**config.mk**
```make
export PLATFORM = sky130hd
export DESIGN_NAME = mux_n1_reg
export DESIGN_NICKNAME = d
export VERILOG_FILES = /design/src/rtl/mux_n1_reg.sv
export SDC_FILE = /design/constraint.sdc
export NUM_CORES = 1
export LEC_CHECK = 0
export ABC_CLOCK_PERIOD_IN_PS = 1800
export CORE_MARGIN = 1
export CORE_UTILIZATION = 25
export CTS_CLUSTER_SIZE = 10
export DETAILED_ROUTE_END_ITERATION = 16
export DONT_BUFFER_PORTS = 1
export HOLD_SLACK_MARGIN = 0.03
export SYNTH_ARGS = -nofsm -noshare
export SYNTH_HDL_FRONTEND = slang
export SYNTH_SLANG_ARGS = --single-unit
```
**constraint.sdc**
```tcl
create_clock -name clock -period 1.8 [get_ports clock]
set_input_delay 0.36 -clock clock [delete_from_list [all_inputs] [get_ports clock]]
set_output_delay 0.36 -clock clock [all_outputs]
set_load 0.03 [all_outputs]
```
**src/rtl/mux_n1_reg.sv**
```systemverilog
// Registered N-to-1 operand select with valid/ready handshake.
// Unmapped selector codes are flagged with a one-cycle pulse and counted.

module mux_n1_code_cmp #(
  parameter int SELW = 4
) (
  input  logic [SELW-1:0] code,
  input  logic [SELW-1:0] sel,
  output logic            hit
);
  assign hit = (code == sel);
endmodule

module mux_n1_reg #(
  parameter int               WIDTH = 32,
  parameter int               N     = 6,
  parameter int               SELW  = 4,
  parameter logic [N*SELW-1:0] CODES = {4'b1100, 4'b0111, 4'b0110, 4'b0010, 4'b0001, 4'b0000}
) (
  input  logic                 clock,
  input  logic                 reset,
  input  logic [N*WIDTH-1:0]   entradas,
  input  logic [SELW-1:0]      seletor,
  input  logic                 in_valid,
  output logic                 in_ready,
  output logic [WIDTH-1:0]     saida,
  output logic                 out_valid,
  input  logic                 out_ready,
  output logic                 erro,
  output logic [7:0]           contagem_erros
);

  logic [N-1:0]     hit;
  logic             match;
  logic [WIDTH-1:0] pick;
  logic             accept;

  logic [WIDTH-1:0] saida_q, saida_d;
  logic             out_valid_q, out_valid_d;
  logic             erro_q, erro_d;
  logic [7:0]       cnt_q, cnt_d;

  // One comparator per table entry; all compare in parallel against seletor.
  for (genvar k = 0; k < N; k++) begin : g_cmp
    mux_n1_code_cmp #(.SELW(SELW)) u_cmp (
      .code (CODES[k*SELW +: SELW]),
      .sel  (seletor),
      .hit  (hit[k])
    );
  end

  // Walk from the top so the lowest matching index is the last one written.
  always_comb begin
    match = 1'b0;
    pick  = '0;
    for (int k = N-1; k >= 0; k--) begin
      if (hit[k]) begin
        match = 1'b1;
        pick  = entradas[k*WIDTH +: WIDTH];
      end
    end
  end

  assign in_ready = !out_valid_q || out_ready;
  assign accept   = in_valid && in_ready;

  always_comb begin
    saida_d     = saida_q;
    out_valid_d = out_valid_q;
    erro_d      = 1'b0;
    cnt_d       = cnt_q;
    if (out_valid_q && out_ready)
      out_valid_d = 1'b0;
    if (accept) begin
      if (match) begin
        saida_d     = pick;
        out_valid_d = 1'b1;
      end else begin
        erro_d = 1'b1;
        if (cnt_q != 8'hFF)
          cnt_d = cnt_q + 8'd1;
      end
    end
  end

  always_ff @(posedge clock or posedge reset) begin
    if (reset) begin
      saida_q     <= '0;
      out_valid_q <= 1'b0;
      erro_q      <= 1'b0;
      cnt_q       <= 8'd0;
    end else begin
      saida_q     <= saida_d;
      out_valid_q <= out_valid_d;
      erro_q      <= erro_d;
      cnt_q       <= cnt_d;
    end
  end

  assign saida          = saida_q;
  assign out_valid      = out_valid_q;
  assign erro           = erro_q;
  assign contagem_erros = cnt_q;

endmodule

```
==> metrics.txt, run 1 <==
R2R depth=5; clk buf depth=2; Worst VDD drop=415 µV; crit path launch type=flip-flop; fin crit period=between 1.5 and 2 ns; post-route cell area=around 3900 µm²; final setup fails=0; Final #Nets=577; num rows=41; worst setup path end=contagem_erros[1]$_DFFE_PP0P_; min setup slack post-route=about 0.2 ns; First DRT Iteration DRCs=around 200; Num CTS Buffers=5; Final ANT Viol Nets=0; die height=118 µm; top sig layer=met4; clock root buffer=clkbuf_16; vias in the first global route=roughly 3300; CTS Hold Bufs=1; PwrDens=959 nW/µm²; Worst-Skew Late Latency=between 0.2 and 0.3 ns; most frequent cell after synthesis=dfrtp_1; Max Cap Viol=0; Synth async-reset ratio=between 90% and 100%; Setup Skew=0.00564 ns; HP Class=primary input to flip-flop; Via density=~5.8; CP endpoint kind=flip-flop; sequential power share=41.9%; fill count=between 1000 and 1500; Critical Path RT=slightly below 2 ns; Pre-Repair DR Iteration Count=5; Comb power frac=around a quarter; Core Util, Final=a little under a third; switch share=37.3%; slew margin rel.=68.5%; Multi-input gate area=2010 µm²; slowest stage delay, CP=0.38 ns; reg2reg end=contagem_erros[1]$_DFFE_PP0P_; io pins=approximately 240; Reg clk slew, reported paths=approximately 0.07 ns; RSZ-0062 raised after global routing=false; Post-synth EDFFs=0; clock tree sinks=42; distinct cell type count after synthesis=35; Synth top cells by count=42 x dfrtp_1, 35 x nand2b_1, 34 x inv_1; final hold slack=about 0.26 ns; Layout area overhead=15.6%; crit path kind=flip-flop to flip-flop; post-DP HPWL=~9500 µm; cell area after synthesis=about 3300 µm²; core footprint=approximately 13000 µm²; FF-to-FF setup slack=0.20 ns; part of the cycle the worst path needs=about nine tenths; Routed WL per cell=~23 µm; worst-path fanout max=4; Total Wirelength=12400 µm; ranking of synthesized cells by area=dfrtp_1 31%, mux2i_1 9.6%, a221oi_1 8.4%, o2bb2ai_1 8.4%, nand2b_1 6.5%; syn_area_per_cell=around 8.8 µm²; area leader, netlist=dfrtp_1; cells along the critical path=ha_1 > nand3_1 > nor2_1 > nor3_2 > mux2_1; layout cells sized above 1=between 10% and 20%; Sum Neg Setup Slack=0 ns; Internal=between 2 and 2.5 mW; total track usage=between 15 and 20%; largest net degree at the start of global routing=100; P_leak=1.58 nW; Die X=approximately 120 µm; slew at the pin closest to its max-slew limit=between 0.4 and 0.5 ns; Slew Viols, Final=0; slowest CP cell=nor2_1; post-placement cell area=3660 µm²; fmax=approximately 630 MHz; Setup Fix Bufs, Post-CTS=0; DR vias=about 3200; initial antenna violation count=0; clock share of power=roughly a third; Initial Util=26.1%; Primary FF master, synth=dfrtp_1; register area share after synthesis=between 30% and 40%; CTS resizes=0; met3 WL=approximately 990 µm; top-area cell type share of the netlist area=31.4%; Worst EP arrival=roughly 1.8 ns; global-route wire length before repair=18500 µm; dpl ws=between 0.1 and 0.15 ns; die area=about 14000 µm²; FF/Latch Area=1050 µm²; gp weighted congestion=about 0.85; GRT Residual Overflow=0; H-tree levels=2; Sw Pwr=roughly 1.4 mW; Critical Path Source=contagem_erros[0]$_DFFE_PP0P_; routed length on met1=about 5400 µm; DRC=0; Worst R2R Start=contagem_erros[0]$_DFFE_PP0P_; Synthesis Warnings=0; Gate Count Post-Synth=379; status=complete, no violations; met2 routed WL=5810 µm; CTS tree=done; FF+latch count, synth=between 40 and 50; final hold vios=0; Net Count, Synth=580; I/O Buffers=0; Diodes inserted=0
## flip-flops by register name, summed over array words and instances, names as in the netlist
| name | flops |
|---|---|
| saida | 32 |
| erro | 1 |
| out_valid | 1 |
| contagem_erros | 8 |
## kinds of logic (layout without fill, tap and decap cells)
family | after synthesis | count (layout) | synth area share (%)
XOR/XNOR | 4 | 4 | 1.05
AND/OR/NAND/NOR | 59 | 59 | 11.9
AO/OA/AOI/OAI | 164 | 164 | 35.1
flip-flops | 42 | 42 | 31.4
multiplexers | 35 | 35 | 10.6
adder cells (fa/ha/maj) | 1 | 1 | 0.374
buffers and inverters | 74 | 72 | 9.53
## stage by stage
stage / power [mW] / cells
finish: 3.71 / 549
global route: 3.90 / 549
CTS: 3.75 / 549
detailed placement: 2.53 / 540
global placement: 2.50 / 540
floorplan: 2.20 / 379
## routing by layer
layer  GRT usage [%]  up-vias
met3            4.46       19
met1            22.6     1549
met4            5.93        0
met2            27.9      163
li1                -     1428
met5               0        -
## worst min path at each step
| stage | depth (start not counted) | slack, ns | from | endpoint |
|---|---|---|---|---|
| after floorplan | 2 | 0.52 | in_valid | saida[11]$_DFFE_PP0P_ |
| after detailed placement | 1 | 0.27 | reset | saida[21]$_DFFE_PP0P_ |
| after global routing | 2 | 0.26 | entradas[14] | saida[14]$_DFFE_PP0P_ |
| after global placement | 1 | 0.27 | reset | saida[14]$_DFFE_PP0P_ |
| final | 2 | 0.26 | entradas[14] | saida[14]$_DFFE_PP0P_ |
| after CTS | 2 | 0.26 | entradas[14] | saida[14]$_DFFE_PP0P_ |
## cell type report
type	count	area share (%)
clock inverter	3	1.78
multi-input combinational	263	52.1
sequential	42	27.2
inverter	34	3.30
clock buffer	5	3.24
tap	172	5.56
timing repair buffer	30	6.86
## layout by cell type (no fill, tap or decap), types with 2 or more instances in the layout
| cell type | synthesis | final |
|---|---|---|
| o21ai_0 | 31 | 31 |
| buf_4 | 0 | 26 |
| bufinv_16 | 0 | 2 |
| xor2_1 | 4 | 4 |
| nand2_1 | 5 | 5 |
| dfrtp_1 | 42 | 42 |
| clkbuf_16 | 0 | 5 |
| buf_12 | 0 | 3 |
| a221oi_1 | 32 | 32 |
| nand3b_1 | 2 | 2 |
| mux2i_1 | 32 | 32 |
| nor4_2 | 3 | 3 |
| inv_1 | 34 | 33 |
| o21ai_1 | 33 | 33 |
| mux2_1 | 3 | 3 |
| o2bb2ai_1 | 32 | 32 |
| nand3_1 | 2 | 2 |
| o22ai_1 | 23 | 23 |
| nor2_1 | 2 | 2 |
| o22ai_2 | 9 | 9 |
| nand2b_1 | 35 | 34 |
## critical path: cells and delay by family, from the launching register on
kind,cells,cell delay [ns]
fa+ha+maj,1,0.19
simple gates,3,0.62
mux,1,0.32
flops,1,0.36
## power by group through the flow
stage | clock network [mW] | logic (mW) | registers (mW)
2_1_floorplan | 0 | 0.520 | 1.68
3_3_place_gp | 0 | 0.934 | 1.56
3_5_place_dp | 0 | 0.961 | 1.57
4_1_cts | 1.23 | 0.963 | 1.56
5_1_grt | 1.28 | 1.04 | 1.58
6_report | 1.20 | 0.952 | 1.56
(Power assumes the default switching activity.)
==> run 2, diff against run 1 <==
--- a/config.mk
+++ b/config.mk
@@ -5,6 +5,7 @@
 export SDC_FILE = /design/constraint.sdc
 export NUM_CORES = 1
 export LEC_CHECK = 0
+export ABC_AREA = 0
 export ABC_CLOCK_PERIOD_IN_PS = 1800
 export CORE_MARGIN = 1
 export CORE_UTILIZATION = 25
==> results of run 2 <==
No change in the layout: final DEF, timing and power equal those of run 1.
==> edit: new RTL, config.mk and constraints of run 1 <==
Make the reset (`reset`) synchronous in one clocked block.
--- a/src/rtl/mux_n1_reg.sv
+++ b/src/rtl/mux_n1_reg.sv
@@ -84,5 +84,5 @@
   end
 
-  always_ff @(posedge clock or posedge reset) begin
+  always_ff @(posedge clock) begin
     if (reset) begin
       saida_q     <= '0;
Formal check against the unedited RTL: differs if reset is asserted again (counterexample within 4 cycles, from zero or initial values and one cycle with reset high); with reset held inactive, the same outputs for 10 cycles.
==> edit against run 1 <==
  * Synthesized area up 8.2%
  * Via count increased by 19%
  * First-iteration DRC count grew 33%
  * Routed wire length up 14%
  * Cell count up 8.9%
  * Critical path type unchanged
  * Design area grew 2.8%
  * Critical endpoint is now contagem_erros[4]
  * Sequential cell count unchanged
  * Worst hold slack worse by 0.13 ns
  * Worst setup slack worse by 0.033 ns
  * Combinational power shrank 41%
  * Total power fell by 29%
==> edit: results (changes against run 1) <==
[run_status]
run_status = completed

[placement]
place_area_um2 = 3810  ; +4.0%
place_inst = 590  ; +9.3%
place_worst_setup_slack_ns = 0.05651  ; -0.07234 ns
place_congestion = 0.7815  ; -8.4%
place.detailed.hpwl_um = 9761  ; +2.3%
numPortBuffers = 0  ; unchanged

[final_layout]
drive_gt1_share_pct = 17.94  ; +2.8 points
fin_nets = 618  ; +7.1%

[logic_synthesis]
synthAdderAreaFrac_pct = 0.3454  ; -0.028 points
syn_inst = 441  ; +16%
synthMuxAreaShare_pct = 10.85  ; +0.27 points
syn_nets = 642  ; +11%
netlist_top_cells_count = a22oi_1, o22ai_1, nand2b_1, dfxtp_1, nand2_1
synthTopCellsByArea = dfxtp_1, a22oi_1, o22ai_1, nand2b_1, mux2_2
async_flop_share_pct = 0  ; -100 points
ys_types = 41  ; +17%
synth_xor_area_share_pct = 0  ; -1.0 points
synth_ff_type = dfxtp_1
synth_compound_area_share_pct = 36.37  ; +1.2 points

[power]
switching_power_mw = 0.7573  ; -45%
comb-power_mw = 0.557  ; -41%
p_sw_share_pct = 28.71  ; -8.6 points
irDropWorstVdd_mv = 0.2854  ; -31%
p_leak_nw = 1.262  ; -20%
p_seq_share_pct = 38.9  ; -3.0 points

[drt]
wl_um = 14110  ; +14%
drtIter0Drc = 263  ; +33%
vias = 3761  ; +19%
post_drt_wl_per_cell_um = 23.59  ; +4.2%

[min_path]
hp-start = reset
min_to = out_valid
holdPathStages = 1  ; -1

[sta]
skew_ns = 0.003576  ; -0.002060 ns
period_share_pct = 90.48  ; +1.8 points
hold_ws_ns = 0.1284  ; -0.1321 ns
worst_pin_slew_ns = 0.9181  ; +0.4459 ns

[setup_path]
cp_slowest_stage_delay_ns = 0.36  ; -0.02 ns
timing.rr.end = contagem_erros[4]
r2r_start = contagem_erros[0]
slowest_stage = mux2_1
cp_max_fo = 5  ; +1
path_class = flop to flop
rrSetupSlack_ns = 0.17  ; -0.03 ns
cp.arrival_ns = 1.81  ; +0.04 ns

[grt]
first_global_vias = 3730  ; +15%
grt_max_degree = 101  ; +1.0%
grt_pass1_wl_um = 19680  ; +6.1%
grt.total_usage_pct = 17.71  ; +0.29 points

[clocking]
clk_pin_slew_ns = 0.06

-- edit: cell count changes after synthesis, sizes merged, moves of 33 or more --
cell and delta:
o21ai -62, a22oi +64, nand2 +33, dfrtp -42
dfxtp +42
-- edit: metal layers --
metal | vias up | wire length, um | GRT usage, %
met4 | 0 | 266 | 7.851
met5 | - | 0 | 0
li1 | 1678 | - | -
met2 | 249 | 7069 | 32.16
met3 | 19 | 1189 | 3.950
met1 | 1815 | 5582 | 19.53
-- edit: layout make-up --
type                    instances  area [um2]
repair buffers                 22       202.7
multi-input cells             344        2531
flip-flops and latches         42       843.3
fillers                      1521       10010
inverters                       2       7.507
clock inverters                 3       40.04
well taps                     180       225.2
clock buffers                   5       125.1
-- edit: critical path, delay by kind of cell (launching register included) --
kind | cells | cell delay [ns]
DFF | 1 | 0.32
adders and majority gates | 1 | 0.25
muxes | 1 | 0.36
and+or+nand+nor | 3 | 0.59
